`config.mk`:
```
export PLATFORM = sky130hd
export DESIGN_NAME = ieee_to_fixed_pipe
export DESIGN_NICKNAME = d
export VERILOG_FILES = /design/src/rtl/ieee_fixed_pkg.sv /design/src/rtl/fp_shift_round.sv /design/src/rtl/ieee_to_fixed_pipe.sv
export SDC_FILE = /design/constraint.sdc
export NUM_CORES = 1
export LEC_CHECK = 0
export BUFFER_PORTS_ARGS = -buffer_cell sky130_fd_sc_hd__clkbuf_2
export CAP_MARGIN = 30
export CORE_MARGIN = 8
export CORE_UTILIZATION = 55
export DETAILED_ROUTE_END_ITERATION = 8
export PLACE_DENSITY = 0.84
export SLEW_MARGIN = 20
export SYNTH_ARGS = -nofsm -noshare
export SYNTH_HDL_FRONTEND = slang
export SYNTH_SLANG_ARGS = --single-unit
```
`constraint.sdc`:
```
create_clock -name clk -period 4.7 [get_ports clk]
set_clock_uncertainty 0.2 [all_clocks]
set_input_delay 0.47 -clock clk [delete_from_list [all_inputs] [get_ports clk]]
set_output_delay 0.47 -clock clk [all_outputs]
set_load 0.05 [all_outputs]
```
`src/rtl/ieee_fixed_pkg.sv`:
```
// Shared IEEE-754 single-precision field constants, operand classes and
// rounding-mode encodings for the float-to-fixed converter.
package ieee_fixed_pkg;

    localparam int BIAS  = 127;
    localparam int EXP_W = 8;
    localparam int MAN_W = 23;

    localparam logic RM_TRUNC = 1'b0;
    localparam logic RM_RNE   = 1'b1;

    typedef enum logic [2:0] {
        CLS_ZERO,
        CLS_DENORM,
        CLS_NORMAL,
        CLS_INF,
        CLS_NAN
    } cls_t;

    function automatic cls_t classify(input logic [EXP_W-1:0] e, input logic [MAN_W-1:0] m);
        if (e == '0)
            return (m == '0) ? CLS_ZERO : CLS_DENORM;
        else if (e == '1)
            return (m == '0) ? CLS_INF : CLS_NAN;
        else
            return CLS_NORMAL;
    endfunction

endpackage

```
`src/rtl/fp_shift_round.sv`:
```
// Combinational stage-2 core: aligns {1,man} to the fixed-point grid, derives
// guard/sticky, applies rounding and saturation, and resolves special classes.
module fp_shift_round
    import ieee_fixed_pkg::*;
#(
    parameter int INT_W  = 5,
    parameter int FRAC_W = 5
) (
    input  logic               sign,
    input  logic signed [8:0]  p,
    input  logic [MAN_W:0]     mant,
    input  logic               round_mode,
    input  cls_t               cls,
    output logic [INT_W-1:0]   res_digit,
    output logic [FRAC_W-1:0]  res_float,
    output logic               res_sign,
    output logic               ovf,
    output logic               unf,
    output logic               inv
);

    localparam int W     = INT_W + FRAC_W;
    localparam int FRAME = 64;

    // The mantissa sits at the top of a 2*FRAME window; after the right shift
    // the upper half is the integer magnitude and the lower half feeds guard/sticky.
    logic [2*FRAME-1:0] frame;
    logic [FRAME-1:0]   whole;
    logic [6:0]         shamt;
    logic               guard;
    logic               sticky;
    logic               inc;
    logic               too_big;
    logic [W:0]         sum;
    logic               unused_bits;
    int                 s;

    always_comb begin
        s = FRAME - 1 - FRAC_W - int'(p);
        if (s > 2*FRAME - 1)
            s = 2*FRAME - 1;
        shamt   = 7'(s);
        frame   = {mant, {(2*FRAME-MAN_W-1){1'b0}}} >> shamt;
        whole   = frame[2*FRAME-1:FRAME];
        guard   = frame[FRAME-1];
        sticky  = |frame[FRAME-2:0];
        inc     = (round_mode == RM_RNE) & guard & (sticky | whole[0]);
        sum     = {1'b0, whole[W-1:0]} + {{W{1'b0}}, inc};
        too_big = int'(p) >= INT_W;
    end

    assign unused_bits = |whole[FRAME-1:W];

    // NOTE: every output gets a default before the case so no path leaves a
    // variable unassigned, which would otherwise infer a latch.
    always_comb begin
        {res_digit, res_float} = '0;
        res_sign = sign;
        ovf      = 1'b0;
        unf      = 1'b0;
        inv      = 1'b0;
        unique case (cls)
            CLS_ZERO: ;
            CLS_DENORM: unf = 1'b1;
            CLS_INF: begin
                {res_digit, res_float} = '1;
                ovf = 1'b1;
            end
            CLS_NAN: begin
                res_sign = 1'b0;
                inv      = 1'b1;
            end
            default: begin
                if (too_big || sum[W]) begin
                    {res_digit, res_float} = '1;
                    ovf = 1'b1;
                end else begin
                    {res_digit, res_float} = sum[W-1:0];
                    unf = (sum[W-1:0] == '0);
                end
            end
        endcase
    end

endmodule

```
`src/rtl/ieee_to_fixed_pipe.sv`:
```
// Two-stage IEEE-754 single to sign-magnitude fixed-point converter with
// valid/ready handshakes on both sides; stage 1 decodes, stage 2 drives outputs.
module ieee_to_fixed_pipe
    import ieee_fixed_pkg::*;
#(
    parameter int INT_W  = 5,
    parameter int FRAC_W = 5
) (
    input  logic              clk,
    input  logic              reset,
    input  logic [31:0]       in,
    input  logic              round_mode,
    input  logic              in_valid,
    output logic              in_ready,
    output logic [INT_W-1:0]  out_digit,
    output logic [FRAC_W-1:0] out_float,
    output logic              out_sign,
    output logic              out_ovf,
    output logic              out_unf,
    output logic              out_inv,
    output logic              out_valid,
    input  logic              out_ready
);

    logic              s1_valid;
    logic              s1_sign;
    logic signed [8:0] s1_p;
    logic [MAN_W:0]    s1_mant;
    logic              s1_rm;
    cls_t              s1_cls;

    logic              s2_load;
    logic              accept;

    logic [INT_W-1:0]  res_digit;
    logic [FRAC_W-1:0] res_float;
    logic              res_sign;
    logic              res_ovf;
    logic              res_unf;
    logic              res_inv;

    assign s2_load  = !out_valid || out_ready;
    assign in_ready = !s1_valid || s2_load;
    assign accept   = in_valid && in_ready;

    always_ff @(posedge clk or posedge reset) begin
        if (reset)
            s1_valid <= 1'b0;
        else if (in_ready)
            s1_valid <= in_valid;
    end

    // NOTE: stage-1 payload is qualified by s1_valid, so it is left unreset;
    // only control and the visible outputs need a defined reset value.
    always_ff @(posedge clk) begin
        if (accept) begin
            s1_sign <= in[31];
            s1_p    <= 9'($signed({1'b0, in[30:23]}) - BIAS);
            s1_mant <= {1'b1, in[MAN_W-1:0]};
            s1_rm   <= round_mode;
            s1_cls  <= classify(in[30:23], in[MAN_W-1:0]);
        end
    end

    fp_shift_round #(
        .INT_W  (INT_W),
        .FRAC_W (FRAC_W)
    ) u_core (
        .sign       (s1_sign),
        .p          (s1_p),
        .mant       (s1_mant),
        .round_mode (s1_rm),
        .cls        (s1_cls),
        .res_digit  (res_digit),
        .res_float  (res_float),
        .res_sign   (res_sign),
        .ovf        (res_ovf),
        .unf        (res_unf),
        .inv        (res_inv)
    );

    always_ff @(posedge clk or posedge reset) begin
        if (reset) begin
            out_valid <= 1'b0;
            out_digit <= '0;
            out_float <= '0;
            out_sign  <= 1'b0;
            out_ovf   <= 1'b0;
            out_unf   <= 1'b0;
            out_inv   <= 1'b0;
        end else if (s2_load) begin
            out_valid <= s1_valid;
            if (s1_valid) begin
                out_digit <= res_digit;
                out_float <= res_float;
                out_sign  <= res_sign;
                out_ovf   <= res_ovf;
                out_unf   <= res_unf;
                out_inv   <= res_inv;
            end
        end
    end

endmodule

```
==> results.json <==
{
  "num_vias": 5615,
  "cts.clk_slew.worst_paths_ps": 110,
  "numCtsBuffers": 5,
  "ir_drop_mv": 0.198,
  "async_flop_share_pct": 30.2,
  "grt_use_total_pct": 27.9,
  "die_height_um": 114,
  "clk_latency_ps": 310,
  "r2r_end": "out_digit[3]$_DFFE_PP0P_",
  "relSlewSlack_pct": 46.9,
  "antenna_found_initial": 0,
  "clock-root-buffer": "clkbuf_8",
  "critPathMaxFanout": 24,
  "layout_commonest_cell": "nand2_1",
  "yosys_warnings": 0,
  "slew_viol_final": 0,
  "period_share_pct": 95.7,
  "syn_nets": 658,
  "numPlacedInstances": 792,
  "power_density_nw_per_um2": 311,
  "r2r_start": "s1_p[0]$_DFFE_PP_",
  "ys_ff_latch": 53,
  "syn_inst": 616,
  "worst_pin_slew_ps": 785,
  "area_growth_pct": 13.0,
  "setup_viol": 0,
  "drive_above_1_share_pct": 23.5,
  "num_rows": 35,
  "synth.cell_area_um2": 5260,
  "end_kind": "flop",
  "tritoncts": "built",
  "cts_max_level": 2,
  "failed_checks": "negative hold slack",
  "grt_max_degree": 53,
  "critPathKind": "reg -> reg",
  "grt_pass1_vias": 5206,
  "gp_congestion": 0.990,
  "final_hold_viol_count": 16,
  "via_per_inst": 6.97,
  "num_io_pins": 53,
  "status": "finished, violations left",
  "n_antenna_cell": 0,
  "crit_arrival_ps": 4500,
  "synth_edf_count": 37,
  "grt_pass1_wl_um": 28700,
  "yosysUniqueCellTypes": 86,
  "layout_common_cells": "60 x nand2_1, 55 x nor2_1, 52 x clkbuf_2, 44 x o21ai_0, 43 x buf_4",
  "start_util_pct": 56.9,
  "final_cells": 806,
  "portBuffers": 52,
  "wire_per_inst_um": 22.9,
  "drtIter0Drc": 796,
  "syn_avg_cell_area_um2": 8.53,
  "cp-start-kind": "flop",
  "core_um2": 9240,
  "die_w_um": 114,
  "die_area_um2": 12900,
  "power_mw": 1.84,
  "synth_flop_cell": "edfxtp_1",
  "grt_overflow": 0,
  "maxCapViolCount": 0,
  "dp_hpwl_um": 14100,
  "drc_errors": 0,
  "layout_min_cycle_time_ps": 4500,
  "min_path_type": "in -> async",
  "cp.required_ps": 4700,
  "fmax_ghz": 0.222,
  "first_pass_iters": 6,
  "cts.sinks": 53,
  "ff2ff_path_depth": 14,
  "seq_area_frac_synth_pct": 28.7,
  "nets": 718,
  "ant_nets": 0,
  "wl_um": 18500,
  "p_leak_nw": 2.27,
  "hold_ws_ps": -17.5,
  "clock_path_buffers": 2,
  "regToRegSetupSlack_ps": 200
}
area by class of cell:
class | instances | area [µm²]
Inverter | 16 | 60.1
Fill cell | 800 | 3300
Sequential cell | 53 | 1510
Tap cell | 129 | 161
Clock inverter | 3 | 17.5
Timing Repair Buffer | 98 | 643
Clock buffer | 5 | 68.8
Multi-Input combinational cell | 502 | 3480
Yosys cell counts, drive strengths merged, types with 6 or more instances:
cell / number / area, µm²
o2111ai: 6 / 70.1
o211ai: 14 / 120
a21oi: 38 / 209
o31ai: 7 / 52.6
inv: 16 / 60.1
nand2: 60 / 225
a221o: 9 / 90.1
nor3: 19 / 95.1
o221ai: 6 / 58.8
xor2: 7 / 61.3
nor4: 9 / 71.3
and2: 8 / 50.1
o22ai: 26 / 169
mux2i: 16 / 164
a211oi: 11 / 105
clkbuf: 11 / 42.5
buf: 34 / 226
nand4: 7 / 43.8
edfxtp: 37 / 1110
xnor2: 13 / 129
nand3: 25 / 125
mux2: 13 / 146
nor2: 55 / 206
o21a: 10 / 75.1
dfrtp: 16 / 400
nand2b: 9 / 56.3
o21ai: 48 / 259
worst max-delay path: stages (launching register included):
cell and delay, ps:
edfxtp_1 540, ha_2 530, buf_12 200, mux2_2 380, a21oi_1 310, o22ai_1 190
a22o_1 300, o211ai_2 240, inv_1 90, ha_1 220, nor2b_1 180, a41oi_2 270
a21oi_1 110, o21a_1 300, a221o_1 300
per-stage QoR:
step | TNS (ps) | util (%) | worst slack [ps] | hold WS [ps] | cell area, µm²
3_3_place_gp | 0 | 62.2 | 242 | 248 | 5750
4_1_cts | 0 | 63.2 | 130 | 0.849 | 5840
3_5_place_dp | 0 | 62.2 | 179 | 273 | 5750
6_report | 0 | 64.3 | 203 | -17.5 | 5940
5_1_grt | -27.8 | 64.3 | -12.7 | 50.2 | 5940
2_1_floorplan | 0 | - | 674 | 184 | 5260
cell families (layout without fill, tap and decap cells):
| logic type | Yosys count | after routing | share of synthesized area (%) |
|---|---|---|---|
| adder cells (fa/ha/maj) | 5 | 5 | 1.19 |
| multiplexers | 31 | 31 | 6.76 |
| XOR/XNOR | 20 | 20 | 3.62 |
| buffers and inverters | 61 | 122 | 6.26 |
| AO/OA/AOI/OAI | 226 | 226 | 32.9 |
| AND/OR/NAND/NOR | 220 | 220 | 20.6 |
| flip-flops | 53 | 53 | 28.7 |
worst max-delay path by stage:
stage                           start                  endpoint  slack, ps
finish              s1_p[0]$_DFFE_PP_  out_digit[3]$_DFFE_PP0P_        200
global route        s1_p[0]$_DFFE_PP_  out_float[1]$_DFFE_PP0P_        -10
CTS                 s1_p[0]$_DFFE_PP_  out_digit[3]$_DFFE_PP0P_        130
detailed placement  s1_p[0]$_DFFE_PP_  out_digit[2]$_DFFE_PP0P_        180
global placement    s1_p[0]$_DFFE_PP_  out_float[2]$_DFFE_PP0P_        240
floorplan           s1_p[1]$_DFFE_PP_  out_digit[2]$_DFFE_PP0P_        670
what timing repair did:
action | in CTS | in global routing
gates resized for setup | 0 | 8
hold buffers | 0 | 0
setup endpoints to repair | 0 | 11
buffers inserted | 0 | 6
routing by layer:
layer	global-route usage (%)	routed length, µm
met1	38.6	7460
met4	10.2	614
met3	5.02	2130
met5	0	0
met2	42.5	8250
report_power, final:
group          switching (mW)  total, mW  leakage, nW  internal (mW)
Combinational           0.626      0.969         1.68          0.343
Clock                   0.163      0.267       0.0455          0.104
Sequential             0.0576      0.609        0.543          0.551
flip-flops by register name, indices dropped and copies added (netlist names):
| name | flops |
|---|---|
| out_inv | 1 |
| out_sign | 1 |
| out_float | 5 |
| s1_p | 9 |
| out_digit | 5 |
| s1_rm | 1 |
| out_valid | 1 |
| out_unf | 1 |
| out_ovf | 1 |
| s1_valid | 1 |
| s1_mant | 23 |
| s1_cls | 3 |
| s1_sign | 1 |
Note: power is estimated with default switching activity, not from simulation.
